**config.mk**
```make
export PLATFORM = sky130hd
export DESIGN_NAME = clk_burst_gen_flat
export DESIGN_NICKNAME = d
export VERILOG_FILES = /design/src/rtl/clk_burst_gen_pkg.sv /design/src/rtl/clk_burst_gen_if.sv /design/src/rtl/clk_burst_gen_phase_timer.sv /design/src/rtl/clk_burst_gen.sv /design/src/flat_wrapper.sv
export SDC_FILE = /design/constraint.sdc
export NUM_CORES = 1
export LEC_CHECK = 0
export CAP_MARGIN = 20
export CORE_ASPECT_RATIO = 0.75
export CORE_UTILIZATION = 33
export DETAILED_ROUTE_END_ITERATION = 6
export PLACE_DENSITY = 0.53
export SYNTH_ARGS = -nofsm -noshare
export SYNTH_HDL_FRONTEND = slang
export SYNTH_HIERARCHICAL = 1
export SYNTH_SLANG_ARGS = --single-unit
```
**constraint.sdc**
```tcl
create_clock -name rdclk -period 3.35 [get_ports rdclk]
set_clock_uncertainty 0.15 [all_clocks]
set_input_delay 0.335 -clock rdclk [delete_from_list [all_inputs] [get_ports rdclk]]
set_output_delay 0.335 -clock rdclk [all_outputs]
set_load 0.005 [all_outputs]
```
**src/rtl/clk_burst_gen_pkg.sv**
```systemverilog
// -----------------------------------------------------------------------------
// clk_burst_pkg
// Shared types and constants for the clock-burst generator.
//   state_t     : burst FSM states (IDLE, LOW, HIGH, DONE)
//   IDLE_LEVEL  : level clk_out parks at whenever no burst is running
//   HP_W_DEF    : default width of the half-period field
//   CNT_W_DEF   : default width of the edge-count fields
// -----------------------------------------------------------------------------
package clk_burst_pkg;

  typedef enum logic [1:0] {
    IDLE = 2'd0,
    LOW  = 2'd1,
    HIGH = 2'd2,
    DONE = 2'd3
  } state_t;

  localparam logic IDLE_LEVEL = 1'b1;

  localparam int HP_W_DEF  = 8;
  localparam int CNT_W_DEF = 8;

endpackage

```
**src/rtl/clk_burst_gen_if.sv**
```systemverilog
// -----------------------------------------------------------------------------
// clk_burst_gen_if
// Control/status bundle of the clock-burst generator (rdclk domain).
//   en, start, abort         : control from the requester
//   half_period, n_edges     : burst shape, sampled when a start is accepted
//   clk_out, busy, done,
//   edge_cnt                 : generated clock and status back to the requester
// Modports: master = requester side, slave = generator side.
// -----------------------------------------------------------------------------
interface clk_burst_gen_if
  import clk_burst_pkg::*;
#(
  parameter int HP_W  = HP_W_DEF,
  parameter int CNT_W = CNT_W_DEF
) ();

  logic             en;
  logic             start;
  logic             abort;
  logic [HP_W-1:0]  half_period;
  logic [CNT_W-1:0] n_edges;
  logic             clk_out;
  logic             busy;
  logic             done;
  logic [CNT_W-1:0] edge_cnt;

  modport master (
    output en, start, abort, half_period, n_edges,
    input  clk_out, busy, done, edge_cnt
  );

  modport slave (
    input  en, start, abort, half_period, n_edges,
    output clk_out, busy, done, edge_cnt
  );

endinterface

```
**src/rtl/clk_burst_gen_phase_timer.sv**
```systemverilog
// -----------------------------------------------------------------------------
// clk_burst_gen_phase_timer
// Down-counter that measures one level of the burst clock.
//   rdclk     in   clock
//   reset     in   asynchronous active-high reset
//   en        in   count enable; low freezes the count
//   load      in   load load_val (takes priority over counting)
//   load_val  in   HP_W  cycles-per-level minus one
//   expire    out  high on the last cycle of the current level
// -----------------------------------------------------------------------------
module clk_burst_gen_phase_timer #(
  parameter int HP_W = 8
) (
  input  logic            rdclk,
  input  logic            reset,
  input  logic            en,
  input  logic            load,
  input  logic [HP_W-1:0] load_val,
  output logic            expire
);

  logic [HP_W-1:0] cnt;

  // NOTE: sequential state is written with non-blocking assignments only, so
  // every flop samples the pre-edge values of the others.
  always_ff @(posedge rdclk or posedge reset) begin
    if (reset) begin
      cnt <= '0;
    end else if (load) begin
      cnt <= load_val;
    end else if (en && (cnt != '0)) begin
      cnt <= cnt - 1'b1;
    end
  end

  // Loaded with hp-1 on level entry, so zero marks the hp-th cycle.
  assign expire = (cnt == '0);

endmodule

```
**src/rtl/clk_burst_gen.sv**
```systemverilog
// -----------------------------------------------------------------------------
// clk_burst_gen
// Programmable clock-burst generator: emits n_edges falling edges on clk_out,
// each level half_period enabled cycles long, then parks high and pulses done.
//   rdclk   in   sole clock
//   reset   in   asynchronous active-high reset
//   bus     slave modport of clk_burst_gen_if (control, shape, status)
// -----------------------------------------------------------------------------
module clk_burst_gen
  import clk_burst_pkg::*;
#(
  parameter int HP_W  = HP_W_DEF,
  parameter int CNT_W = CNT_W_DEF
) (
  input  logic            rdclk,
  input  logic            reset,
  clk_burst_gen_if.slave  bus
);

  state_t           state_q, state_nx;
  logic             clk_out_q, clk_out_nx;
  logic             busy_q, busy_nx;
  logic             done_q, done_nx;
  logic [CNT_W-1:0] edge_cnt_q, edge_cnt_nx;
  logic [HP_W-1:0]  hp_q, hp_nx;
  logic [CNT_W-1:0] n_q, n_nx;

  logic             tmr_load;
  logic [HP_W-1:0]  tmr_val;
  logic             tmr_expire;
  logic [HP_W-1:0]  hp_sel;

  // A zero half period would give a degenerate level; run it as one cycle.
  assign hp_sel = (bus.half_period == '0) ? HP_W'(1) : bus.half_period;

  clk_burst_gen_phase_timer #(.HP_W(HP_W)) u_timer (
    .rdclk    (rdclk),
    .reset    (reset),
    .en       (bus.en),
    .load     (tmr_load),
    .load_val (tmr_val),
    .expire   (tmr_expire)
  );

  always_ff @(posedge rdclk or posedge reset) begin
    if (reset) begin
      state_q    <= IDLE;
      clk_out_q  <= IDLE_LEVEL;
      busy_q     <= 1'b0;
      done_q     <= 1'b0;
      edge_cnt_q <= '0;
      hp_q       <= '0;
      n_q        <= '0;
    end else begin
      state_q    <= state_nx;
      clk_out_q  <= clk_out_nx;
      busy_q     <= busy_nx;
      done_q     <= done_nx;
      edge_cnt_q <= edge_cnt_nx;
      hp_q       <= hp_nx;
      n_q        <= n_nx;
    end
  end

  always_comb begin
    // NOTE: every output of this block gets a hold/default value first, so no
    // path through the case statement can leave one unassigned and infer a latch.
    state_nx    = state_q;
    clk_out_nx  = clk_out_q;
    busy_nx     = busy_q;
    done_nx     = done_q;
    edge_cnt_nx = edge_cnt_q;
    hp_nx       = hp_q;
    n_nx        = n_q;
    tmr_load    = 1'b0;
    tmr_val     = hp_q - 1'b1;

    if (bus.abort) begin
      // Cancel bypasses the enable; edge_cnt keeps the partial count.
      state_nx   = IDLE;
      clk_out_nx = IDLE_LEVEL;
      busy_nx    = 1'b0;
      done_nx    = 1'b0;
    end else if (bus.en) begin
      done_nx = 1'b0;
      unique case (state_q)
        IDLE: begin
          if (bus.start) begin
            hp_nx = hp_sel;
            n_nx  = bus.n_edges;
            if (bus.n_edges != '0) begin
              state_nx    = LOW;
              clk_out_nx  = 1'b0;
              busy_nx     = 1'b1;
              edge_cnt_nx = CNT_W'(1);
              tmr_load    = 1'b1;
              tmr_val     = hp_sel - 1'b1;
            end else begin
              state_nx    = DONE;
              edge_cnt_nx = '0;
              done_nx     = 1'b1;
            end
          end
        end
        LOW: begin
          if (tmr_expire) begin
            state_nx   = HIGH;
            clk_out_nx = 1'b1;
            tmr_load   = 1'b1;
          end
        end
        HIGH: begin
          if (tmr_expire) begin
            if (edge_cnt_q == n_q) begin
              state_nx   = DONE;
              clk_out_nx = IDLE_LEVEL;
              busy_nx    = 1'b0;
              done_nx    = 1'b1;
            end else begin
              state_nx    = LOW;
              clk_out_nx  = 1'b0;
              edge_cnt_nx = edge_cnt_q + 1'b1;
              tmr_load    = 1'b1;
            end
          end
        end
        DONE: begin
          state_nx = IDLE;
        end
        default: state_nx = IDLE;
      endcase
    end
  end

  assign bus.clk_out  = clk_out_q;
  assign bus.busy     = busy_q;
  assign bus.done     = done_q;
  assign bus.edge_cnt = edge_cnt_q;

endmodule

```
**src/flat_wrapper.sv**
```systemverilog
// flat-port wrapper written by rule: the top's interface ports become plain ports
module clk_burst_gen_flat import clk_burst_pkg::*;
#(
  parameter int HP_W  = HP_W_DEF,
  parameter int CNT_W = CNT_W_DEF
)
  (rdclk, reset, bus_en, bus_start, bus_abort, bus_half_period, bus_n_edges, bus_clk_out, bus_busy, bus_done, bus_edge_cnt);
  clk_burst_gen_if #(.HP_W(HP_W), .CNT_W(CNT_W)) bus_i ();
  input  logic rdclk;
  input  logic reset;
  input wire logic [$bits(bus_i.en)-1:0] bus_en;
  input wire logic [$bits(bus_i.start)-1:0] bus_start;
  input wire logic [$bits(bus_i.abort)-1:0] bus_abort;
  input wire logic [$bits(bus_i.half_period)-1:0] bus_half_period;
  input wire logic [$bits(bus_i.n_edges)-1:0] bus_n_edges;
  output wire logic [$bits(bus_i.clk_out)-1:0] bus_clk_out;
  output wire logic [$bits(bus_i.busy)-1:0] bus_busy;
  output wire logic [$bits(bus_i.done)-1:0] bus_done;
  output wire logic [$bits(bus_i.edge_cnt)-1:0] bus_edge_cnt;
  assign bus_i.en = bus_en;
  assign bus_i.start = bus_start;
  assign bus_i.abort = bus_abort;
  assign bus_i.half_period = bus_half_period;
  assign bus_i.n_edges = bus_n_edges;
  assign bus_clk_out = bus_i.clk_out;
  assign bus_busy = bus_i.busy;
  assign bus_done = bus_i.done;
  assign bus_edge_cnt = bus_i.edge_cnt;
  clk_burst_gen #(.HP_W(HP_W), .CNT_W(CNT_W)) u_core (.rdclk(rdclk), .reset(reset), .bus(bus_i));
endmodule
```
==> impl_metrics.ini <==
[route]
finalWirelength_mm = 6.46
drt_iter0_markers = 113
vias = 2234
antenna_left = 0
viasPerCell = 5.32
drt-pass1-iter-count = 6
post_drt_wl_per_cell_um = 15.4
drcViolationCount = 0

[die]
core_um2 = 7330
fp-row-count = 27
die_w_um = 102
die_h_um = 77.3
initial_core_util_pct = 34.1
die_area_um2 = 7920
ios = 32

[power]
powerDensity_nw_per_um2 = 715
leakage_uw = 0.00129
irDropWorstVdd_uv = 285

[sta]
final-hold-violation-count = 0
period_share_pct = 86.1
setup_violations = 0
tightest_slew_ps = 535
fin_tns_setup_ps = 0
max_freq_mhz = 347
rsz0062_at_grt = no
finalMaxSlewViolations = 0
slew_headroom_pct = 64.0
min_period_ps = 2880
whs_ps = 180

[clock_network]
path_clk_slew_ps = 80
htreeDepth = 2
clk-insertion-delay-late_ps = 290
hold_buffers = 0
clockRootBuffer = clkbuf_8
post_cts_resized = 0
cts_setup_buffers = 0
clock_sinks = 37
cts_buffer_depth = 2
cts_tree = yes
cts_made_buffers = 5

[yosys]
ys_seq_elements = 37
yosysUniqueCellTypes = 52
async_reset_ff_share_pct = 100
synth_enable_flop_cells = 0
yosysSeqAreaShare_pct = 37.1
synthCells = 280
syn_nets = 310
yosys_most_used_dff = dfrtp_1
yosysWarnings = 6
syn_area_per_cell_um2 = 8.91
synth_area_um2 = 2500

[place]
dp_hpwl_mm = 4.86
dp.cells = 412
post_dp_cell_area_um2 = 2960
numPortBuffers = 31
place.gp.congestion = 0.843

[final_layout]
postLayoutCellArea_um2 = 3080
fin_util_pct = 42.1
final-instance-count-excl-fill = 420
nFillCells = 746
nets = 348
area_growth_pct = 23.6
diodes = 0
drive_above_1_share_pct = 13.2

[setup_path]
startpoint_type = input pin
critPathRequiredTime_ps = 3350
path_max_fanout = 4
end_kind = flip-flop
crit_arrival_ps = 2890
path_class = in2reg

[global_route]
grt_pass1_vias = 2160
grt_start_max_net_pins = 30
grt_overflow = 0
track_usage_pct = 17.6
antenna_found_initial = 0
grt_pass1_wl_mm = 10.8

[status]
status = finished clean

[min_path]
hp-class = in2async

[job]
drv_cap = 0
final timing paths:
kind                                         from                    end  slack [ps]  depth (start not counted)
min in group rdclk             u_core/bus.clk_out     u_core/bus.clk_out         360                          1
max in group asynchronous                   reset     u_core/bus.clk_out        2440                          3
setup / recovery               bus_half_period[3]  u_core/u_timer/cnt[6]         470                         12
hold / removal                              reset  u_core/u_timer/cnt[1]         180                          2
hold reg to reg                u_core/bus.clk_out     u_core/bus.clk_out         360                          1
setup reg to reg           u_core/bus.edge_cnt[0]  u_core/u_timer/cnt[3]         570                          8
stage by stage:
step / power [uW] / setup slack (ps)
5_1_grt: 2400 / 311
4_1_cts: 2220 / 487
2_1_floorplan: 1470 / 704
3_5_place_dp: 1800 / 197
3_3_place_gp: 1780 / 309
6_report: 2210 / 467
per-layer routing:
metal / vias to the layer above / wire (um) / part of all wire, % / global-route usage [%]
met5: - / 0 / 0 / 0
met4: 0 / 25 / 0.39 / 3.86
met3: 4 / 350 / 5.4 / 3.46
met2: 68 / 2740 / 42 / 24.9
met1: 1061 / 3350 / 52 / 27.0
li1: 1101 / - / - / -
cells by family (layout without fill, tap and decap cells):
group	after synthesis	in the layout	synth area share (%)
AO/OA/AOI/OAI	62	62	17.4
multiplexers	17	17	7.57
XOR/XNOR	17	17	5.97
buffers and inverters	26	65	4.31
flip-flops	37	37	37.1
AND/OR/NAND/NOR	112	112	23.1
adder cells (fa/ha/maj)	9	9	4.51
registers in the layout, indices dropped and copies added, names as in the netlist:
name,count
u_core/state_q,2
u_core/bus.busy,1
u_core/bus.edge_cnt,8
u_core/bus.done,1
u_core/n_q,8
u_core/u_timer/cnt,8
u_core/hp_q,8
u_core/bus.clk_out,1
layout by cell type (no fill, tap or decap), types with 3 or more instances in the layout:
master,Yosys,layout
a21oi_1,9,9
a31oi_1,7,7
and3_1,3,3
buf_4,0,11
clkbuf_8,0,6
clkdlybuf4s50_1,0,31
dfrtp_1,36,36
ha_1,9,9
inv_1,15,15
mux2_2,15,15
nand2_1,28,28
nand2b_1,3,3
nand3_1,6,6
nand4_1,4,4
nor2_1,31,31
nor2b_1,5,5
nor3_1,5,5
nor4_1,6,6
nor4b_1,3,3
o211ai_1,5,5
o21ai_0,13,13
o31ai_1,3,3
or4_1,8,8
xnor2_1,3,3
xor2_1,14,14
where the power goes:
part	total, uW	switching [uW]	internal [uW]
Clock	408	166	242
Combinational	948	480	468
Sequential	850	214	636
critical path: stages:
cell,delay (ps)
clkdlybuf4s50_1,480
or4_1,590
nor4_1,300
nor2_1,130
ha_1,260
inv_1,60
nor2_1,40
xor2_1,160
a311oi_1,280
a21oi_1,80
nor2_1,120
a31oi_1,60
cells in the mapped netlist (6+ instances only):
cell type	count	share of area, %
inv_1	15	2.3
o21ai_0	13	2.6
nand2_1	28	4.2
dfrtp_1	36	36
nand3_1	6	1.2
ha_1	9	4.5
nor4_1	6	1.5
a31oi_1	7	1.8
a21oi_1	9	1.8
mux2_2	15	6.8
xor2_1	14	4.9
clkbuf_1	8	1.2
or4_1	8	2.4
nor2_1	31	4.7
final cells by class:
type	count	area, um2	share of cell area, %
multi-input combinational	217	1460	47.4
sequential	37	927	30.1
timing repair buffer	42	393	12.7
tap	101	126	4.10
clock buffer	6	82.6	2.68
inverter	15	56.3	1.83
clock inverter	2	37.5	1.22
Power figures use the tool's default switching activity.
